File: src/rtl/fsm_seq_step_timer_if.sv
// Signal bundle between the step timer and its sequencer/config master.
// lap and lap_clr exist only when FSM_SEQ_STEP_TIMER_LAP_EN is defined.
interface fsm_seq_step_timer_if #(
    parameter int CNT_W = 8
`ifdef FSM_SEQ_STEP_TIMER_LAP_EN
    , parameter int LAP_W = 16
`endif
);
    logic             en;
    logic             hold;
    logic             adv;
    logic [2:0]       st;
    logic             cfg_we;
    logic [2:0]       cfg_addr;
    logic [CNT_W-1:0] cfg_data;
    logic [7:0]       t;
    logic [CNT_W-1:0] cnt;
`ifdef FSM_SEQ_STEP_TIMER_LAP_EN
    logic [LAP_W-1:0] lap;
    logic             lap_clr;
`endif

    modport master (
        output en, hold, adv, st, cfg_we, cfg_addr, cfg_data,
`ifdef FSM_SEQ_STEP_TIMER_LAP_EN
        output lap_clr,
        input  lap,
`endif
        input  t, cnt
    );

    modport slave (
        input  en, hold, adv, st, cfg_we, cfg_addr, cfg_data,
`ifdef FSM_SEQ_STEP_TIMER_LAP_EN
        input  lap_clr,
        output lap,
`endif
        output t, cnt
    );
endinterface

File: src/rtl/fsm_seq_step_timer.sv
// Per-state dwell timer issuing one-cycle transition strobes to the 8-state sequencer.
// Optional lap counter enabled by FSM_SEQ_STEP_TIMER_LAP_EN.
module fsm_seq_step_timer #(
    parameter int CNT_W = 8
`ifdef FSM_SEQ_STEP_TIMER_LAP_EN
    , parameter int LAP_W = 16
`endif
) (
    input  logic                  clk,
    input  logic                  rst,
    fsm_seq_step_timer_if.slave   bus
);
    typedef enum logic [1:0] {IDLE, COUNT, FIRE, WAIT} state_t;

    state_t           state, nxt;
    logic [CNT_W-1:0] dwell [8];
    logic [2:0]       st_q;
    logic [CNT_W-1:0] cnt_q, cnt_d;
    logic [7:0]       t_q, t_d;
    logic [CNT_W-1:0] base;
    logic             chg;
    logic             live;

    assign chg = (bus.st != st_q);

    // The cycle in which a new st is first seen is dwell cycle 0 of that
    // state, so a WAIT that observes the change already makes the compare.
    always_comb begin
        nxt   = state;
        cnt_d = cnt_q;
        t_d   = '0;
        live  = 1'b0;
        base  = cnt_q;
        case (state)
            IDLE: begin
                cnt_d = '0;
                if (bus.en) nxt = COUNT;
            end
            COUNT: live = 1'b1;
            FIRE: begin
                cnt_d = '0;
                nxt   = WAIT;
            end
            WAIT: begin
                cnt_d = '0;
                live  = chg;
            end
            default: nxt = IDLE;
        endcase

        if (live) begin
            if (chg) base = '0;
            // >= keeps a dwell rewritten below the running count from stalling
            if (bus.adv || (!bus.hold && base >= dwell[bus.st])) begin
                nxt   = FIRE;
                cnt_d = '0;
                t_d   = 8'b1 << bus.st;
            end else begin
                nxt   = COUNT;
                cnt_d = (bus.hold || (&base)) ? base : base + CNT_W'(1);
            end
        end

        // A strobe already registered always completes.
        if (!bus.en && state != FIRE) begin
            nxt   = IDLE;
            cnt_d = '0;
            t_d   = '0;
        end
    end

    always_ff @(posedge clk or posedge rst) begin
        if (rst) begin
            state <= IDLE;
            st_q  <= '0;
            cnt_q <= '0;
            t_q   <= '0;
            for (int i = 0; i < 8; i++) dwell[i] <= '1;
        end else begin
            state <= nxt;
            st_q  <= bus.st;
            cnt_q <= cnt_d;
            t_q   <= t_d;
            if (bus.cfg_we) dwell[bus.cfg_addr] <= bus.cfg_data;
        end
    end

    assign bus.t   = t_q;
    assign bus.cnt = cnt_q;

`ifdef FSM_SEQ_STEP_TIMER_LAP_EN
    logic [LAP_W-1:0] lap_q;

    always_ff @(posedge clk or posedge rst) begin
        if (rst)              lap_q <= '0;
        else if (bus.lap_clr) lap_q <= '0;
        else if (t_q[7])      lap_q <= lap_q + LAP_W'(1);
    end

    assign bus.lap = lap_q;
`endif
endmodule

File: src/flat_wrapper.sv
// flat-port wrapper written by rule: the top's interface ports become plain ports
module fsm_seq_step_timer_flat 
#(
    parameter int CNT_W = 8

)
  (clk, rst, bus_en, bus_hold, bus_adv, bus_st, bus_cfg_we, bus_cfg_addr, bus_cfg_data, bus_t, bus_cnt);
  fsm_seq_step_timer_if #(.CNT_W(CNT_W)) bus_i ();
  input  logic clk;
  input  logic rst;
  input wire logic [$bits(bus_i.en)-1:0] bus_en;
  input wire logic [$bits(bus_i.hold)-1:0] bus_hold;
  input wire logic [$bits(bus_i.adv)-1:0] bus_adv;
  input wire logic [$bits(bus_i.st)-1:0] bus_st;
  input wire logic [$bits(bus_i.cfg_we)-1:0] bus_cfg_we;
  input wire logic [$bits(bus_i.cfg_addr)-1:0] bus_cfg_addr;
  input wire logic [$bits(bus_i.cfg_data)-1:0] bus_cfg_data;
  output wire logic [$bits(bus_i.t)-1:0] bus_t;
  output wire logic [$bits(bus_i.cnt)-1:0] bus_cnt;
  assign bus_i.en = bus_en;
  assign bus_i.hold = bus_hold;
  assign bus_i.adv = bus_adv;
  assign bus_i.st = bus_st;
  assign bus_i.cfg_we = bus_cfg_we;
  assign bus_i.cfg_addr = bus_cfg_addr;
  assign bus_i.cfg_data = bus_cfg_data;
  assign bus_t = bus_i.t;
  assign bus_cnt = bus_i.cnt;
  fsm_seq_step_timer #(.CNT_W(CNT_W)) u_core (.clk(clk), .rst(rst), .bus(bus_i));
endmodule
File: config.mk
export PLATFORM = sky130hd
export DESIGN_NAME = fsm_seq_step_timer_flat
export DESIGN_NICKNAME = d
export VERILOG_FILES = /design/src/rtl/fsm_seq_step_timer_if.sv /design/src/rtl/fsm_seq_step_timer.sv /design/src/flat_wrapper.sv
export SDC_FILE = /design/constraint.sdc
export NUM_CORES = 1
export LEC_CHECK = 0
export CORE_ASPECT_RATIO = 2
export CORE_UTILIZATION = 64
export CTS_BUF_LIST = sky130_fd_sc_hd__clkbuf_2 sky130_fd_sc_hd__clkbuf_4 sky130_fd_sc_hd__clkbuf_8
export CTS_CLUSTER_SIZE = 40
export DETAILED_ROUTE_END_ITERATION = 12
export PLACE_DENSITY = 0.87
export REMOVE_ABC_BUFFERS = 1
export SLEW_MARGIN = 40
export SYNTH_ARGS = -nofsm -noshare
export SYNTH_HDL_FRONTEND = slang
export SYNTH_SLANG_ARGS = --single-unit
File: constraint.sdc
create_clock -name clk -period 8.8 [get_ports clk]
set_clock_uncertainty 0.05 [all_clocks]
set_input_delay 1.32 -clock clk [delete_from_list [all_inputs] [get_ports clk]]
set_output_delay 1.32 -clock clk [all_outputs]
set_load 0.03 [all_outputs]
Yosys cells after proc, flatten, opt, wreduce, memory -nomap -nowiden
Index checks and enable logic that the tools add are counted.
{"block": "totals", "reg_bits": 85, "out_inout_bits": 16}
{"block": "classes", "add_sub_neg": 1, "n_lt_le_gt_ge": 4, "n_eq_ne": 6, "shifts": 1, "mux": 22, "n_bitwise": 2, "reduce_logical": 13}
{"op": "$mux 8", "count": 13}
{"op": "$bwmux 64", "count": 1}
{"op": "$bmux 8 s3", "count": 1}
{"op": "$demux 8 s3", "count": 1}
{"op": "$add 8x1->8 const B", "count": 1}
{"op": "$ge 4x4->1 const B", "count": 2}
{"op": "$ge 8x8->1", "count": 1}
{"op": "$mux 2", "count": 4}
{"op": "$not 3->4", "count": 2}
{"op": "$reduce_and 8->1", "count": 1}
{"op": "$shl 1x3->8 const A", "count": 1}
{"op": "$eq 2x2->1 const B", "count": 2}
{"op": "$lt 4x1->1 const B", "count": 1}
{"op": "$ne 4x2->1 const B", "count": 1}
{"op": "$pmux 2 s2", "count": 1}
{"op": "$reduce_bool 4->1", "count": 1}
{"op": "$logic_and 1x1->1", "count": 3}
{"op": "$ne 3x3->1", "count": 1}
{"op": "$reduce_bool 3->1", "count": 1}
{"op": "$reduce_or 3->1", "count": 1}
{"op": "$eq 2x1->1 const B", "count": 1}
{"op": "$logic_not 1->1", "count": 2}
{"op": "$logic_not 2->1", "count": 1}
{"op": "$logic_or 1x1->1", "count": 2}
{"op": "other kinds (3)", "count": 3}

Longest topological paths before layout
{"block": "depth", "ltp_word": 10, "ltp_mapped": 13, "mapped_depth_nobuf": 10}

Least setup slack after synthesis
Ideal clock, no wire load.
{"block": "synth_timing", "path_type": "input port to flip-flop", "from": "input bus_st[0]", "to": "register u_core.t_q[2], in the netlist u_core.bus.t[2]", "arrival_time_ps": 4098, "required_ps": 8649, "slack_ps": 4551, "stages": 13, "n_path_buf": 3, "path_cell_list": "clkbuf_1 xor2_1 nor3_1 clkbuf_1 and2_1 inv_1 ha_1 nand2b_1 a2111oi_0 or4_4 a221o_1 buf_6 nor4_1"}
{"block": "synth_via", "elab_chain_cells": 10}
{"element": "from (decl)", "line": "flat_wrapper.sv:14", "source": "input wire logic [$bits(bus_i.st)-1:0] bus_st;"}
{"element": "$not 3->4 (not written as such)", "line": "fsm_seq_step_timer.sv:54", "source": "if (bus.adv || (!bus.hold && base >= dwell[bus.st])) begin"}
{"element": "$bmux 8 s3", "line": "fsm_seq_step_timer.sv:54"}
{"element": "$mux 8 (not written as such) (2 in a row)", "line": "fsm_seq_step_timer.sv:54"}
{"element": "$ge 8x8->1", "line": "fsm_seq_step_timer.sv:54"}
{"element": "$logic_and 1x1->1", "line": "fsm_seq_step_timer.sv:54"}
{"element": "$logic_or 1x1->1", "line": "fsm_seq_step_timer.sv:54"}
{"element": "$mux 8", "line": "fsm_seq_step_timer.sv:54"}
{"element": "$mux 8 (*)", "line": "fsm_seq_step_timer.sv:51", "source": "if (live) begin"}
{"element": "$mux 8 (*)", "line": "fsm_seq_step_timer.sv:65", "source": "if (!bus.en && state != FIRE) begin"}
{"element": "via u_core.t_d[2]", "line": "fsm_seq_step_timer.sv:19", "source": "logic [7:0] t_q, t_d;"}
{"element": "to (signal assigned)", "line": "fsm_seq_step_timer.sv:83", "source": "t_q <= t_d;"}
{"element": "to (decl)", "line": "fsm_seq_step_timer.sv:19"}
The timed path passes the listed nets; every way through them passes the cells marked *. The select of a mux whose other input is x is not followed.
A chain may end at the register's enable or synchronous reset.

Worst setup path in the final report
{"block": "layout_timing", "from": "input bus_st[2]", "to": "register u_core.t_q[5], in the netlist u_core.bus.t[5]"}
The elaborated chain is that of the path after synthesis.

==> impl_metrics.ini <==
[hold_path]
holdPathStages = 1
hp-start = u_core.state[1]$_DFFE_PP0P_
hp-class = register to register
min_to = u_core.state[1]$_DFFE_PP0P_

[timing]
fin_crit_sh_pct = 53.5
hold_violations = 0
setup_viol = 0
tns_ps = 0
max_slew_margin_pct = 44.3
timing.fmax_mhz = 213
worst_pin_slew_ps = 833
slew_viol_final = 0
period_needed_ps = 4700
rsz0062_at_grt = no

[clock_tree]
ctsLongestPathBuffers = 2
cts_tree = built
clock_latency_ps = 350
cts_buffers = 9
cts_hold_buf = 0
cts_htree_levels = 3
clk_transition_reported_paths_ps = 80
cts_root_buf = clkbuf_8
cts_resized = 0
postCtsSetupRepairBufs = 0
cts_sinks = 85

[worst_setup_path]
crit_path_start_kind = input pin
cpMaxStageDelayCell = clkdlybuf4s50_1
worst_ep_arrival_time_ps = 4890
path_class = input pin to register
max_stage_delay_ps = 770
cp.required_ps = 8990
cp_cell_sequence = clkdlybuf4s50_1 -> xor2_1 -> nor3_1 -> buf_4 -> and2_1 -> inv_1 -> ha_1 -> nand2b_1 -> a2111oi_0 -> or4_4 -> a221o_1 -> nor4_1
rrSetupSlack_ps = 5630
rr_endpoint = u_core.bus.t[5]$_DFF_PP0_
endpoint_kind = register
r2r-start = u_core.st_q[2]$_DFF_PP0_
reg2reg_depth = 11
critPathMaxFanout = 15

[routing]
dr.pass1.iters = 4
ant_nets = 0
drt_iter0_drc = 88
vias_per_cell = 5.93
wire_per_inst_um = 18.2
post-route-drc-count = 0
route.vias.total = 2496
postRouteWirelength_mm = 7.64

[logic_synthesis]
synth_cells = 292
synth_top_area_share_pct = 40.5
syn_area_per_cell_um2 = 14.2
yosys-top-cells-area = dfstp_2 (40%), mux2_2 (18%), dfrtp_1 (13%)
synth_top_area_cell = dfstp_2
synth_edf_count = 0
yosysWarnings = 0
synth.distinct_cells = 41
synthesis.area_um2 = 4160
synthArstFlopShare_pct = 100
synth_ff_type = dfstp_2
ys_seq_elements = 85
yosysSeqAreaShare_pct = 53.1

[floorplan]
die_h_um = 116
placement_rows = 41
die_w_um = 59.0
core-area_um2 = 6310
ios = 36
dieArea_um2 = 6840
initial_utilization_pct = 65.9

[placement]
hpwl_mm = 5.34
numPortBuffers = 35
gp_congestion = 0.863
dpl_cell_area_um2 = 4590

[global_route]
grt_pass1_vias = 2557
grt_pass1_wl_mm = 12.5
grt_max_degree = 86
grt_antenna_before_repair = 0
grt_usage_pct = 25.8
gr-total-overflow = 0

[layout]
nNetsFinal = 359
final_common_cell = mux2_2
drive_gt1_share_pct = 51.9
multi_input_area_um2 = 1880
seq_area_um2 = 2210
n_fill_cell = 402
syn2layout_area_growth_pct = 15.3
diodes = 0
final_area_um2 = 4790
final_cell_mix = mux2_2 (65), dfstp_2 (64), clkdlybuf4s50_1 (35)

[pwr]
total_power_mw = 0.976
vdd_drop_max_uv = 176
power_density_nw_per_um2 = 204
p_leak_nw = 1.89

[run_status]
run_status = complete, no violations

[job]
max_cap_violations = 0
## registers in the layout, summed over array words and instances, names as in the netlist
name	flops
u_core.state	2
u_core.bus.cnt	8
u_core.st_q	3
u_core.bus.t	8
u_core.dwell	64
## worst max-delay path, delay by kind of cell
family	cells	cell delay, ps
buffers and inverters	3	1040
adders and majority gates	1	260
and+or+nand+nor	5	1370
xor gates and xnor gates	1	320
AOI/OAI and AO/OA	2	570
## layer usage
metal | vias up | part of all wire, % | GRT usage (%)
li1 | 1150 | - | -
met1 | 1291 | 39 | 29.9
met2 | 41 | 57 | 44.2
met3 | 14 | 2.2 | 4.80
met4 | 0 | 2.3 | 13.5
met5 | - | 0 | 0
## kinds of logic after synthesis
| logic type | share of synthesized area, % |
|---|---|
| DFF | 53.1 |
| muxes | 28.2 |
| AOI/OAI and AO/OA | 2.44 |
| xor gates and xnor gates | 1.48 |
| adders and majority gates | 2.71 |
| buffers and inverters | 1.93 |
| and+or+nand+nor | 10.1 |
## power breakdown
part	total [mW]	internal, mW	switching, mW
logic	0.181	0.107	0.0738
registers	0.539	0.505	0.0336
clock network	0.256	0.124	0.132
total	0.976	0.736	0.240
## cell usage after synthesis, types with 2 or more instances
library cell and n:
a21oi_1 8, and2_1 7, buf_1 2, clkbuf_1 8
dfrtp_1 21, dfstp_2 64, ha_1 9, inv_1 7
mux2_2 65, mux2i_1 8, mux4_2 16, nand2_1 10
nand2b_1 4, nand3_1 3, nand4_1 3, nand4b_1 4
nor2_1 12, nor3_1 4, nor3_2 2, nor3b_2 2
nor4_1 8, xnor2_1 3, xor2_1 4
## how the worst max path moves through the flow
| stage | to | slack, ps | depth (start not counted) | startpoint |
|---|---|---|---|---|
| after floorplan | u_core.bus.t[2]$_DFF_PP0_ | 4550 | 10 | bus_st[1] |
| after global placement | u_core.bus.t[3]$_DFF_PP0_ | 3920 | 10 | bus_st[0] |
| after detailed placement | u_core.bus.t[5]$_DFF_PP0_ | 3780 | 12 | bus_st[2] |
| after CTS | u_core.bus.t[5]$_DFF_PP0_ | 4130 | 12 | bus_st[2] |
| after global routing | u_core.bus.t[5]$_DFF_PP0_ | 3950 | 12 | bus_st[2] |
| final | u_core.bus.t[5]$_DFF_PP0_ | 4100 | 12 | bus_st[2] |
## per-stage QoR
step,hold WS (ps),utilization [%],cells,setup WS [ps]
after floorplan,467,-,280,4550
after global placement,495,72.8,405,3920
after detailed placement,504,72.8,405,3780
after CTS,522,75.8,421,4130
after global routing,545,76.0,421,3950
final,521,76.0,421,4100
## area by class of cell
type,count,area share [%]
flip-flops and latches,85,46.0
multi-input cells,188,39.3
repair buffers,39,8.01
clock buffers,13,3.47
well taps,86,2.24
inverters,7,0.548
clock inverters,3,0.418
No activity file was read; power rests on OpenSTA's default activity.
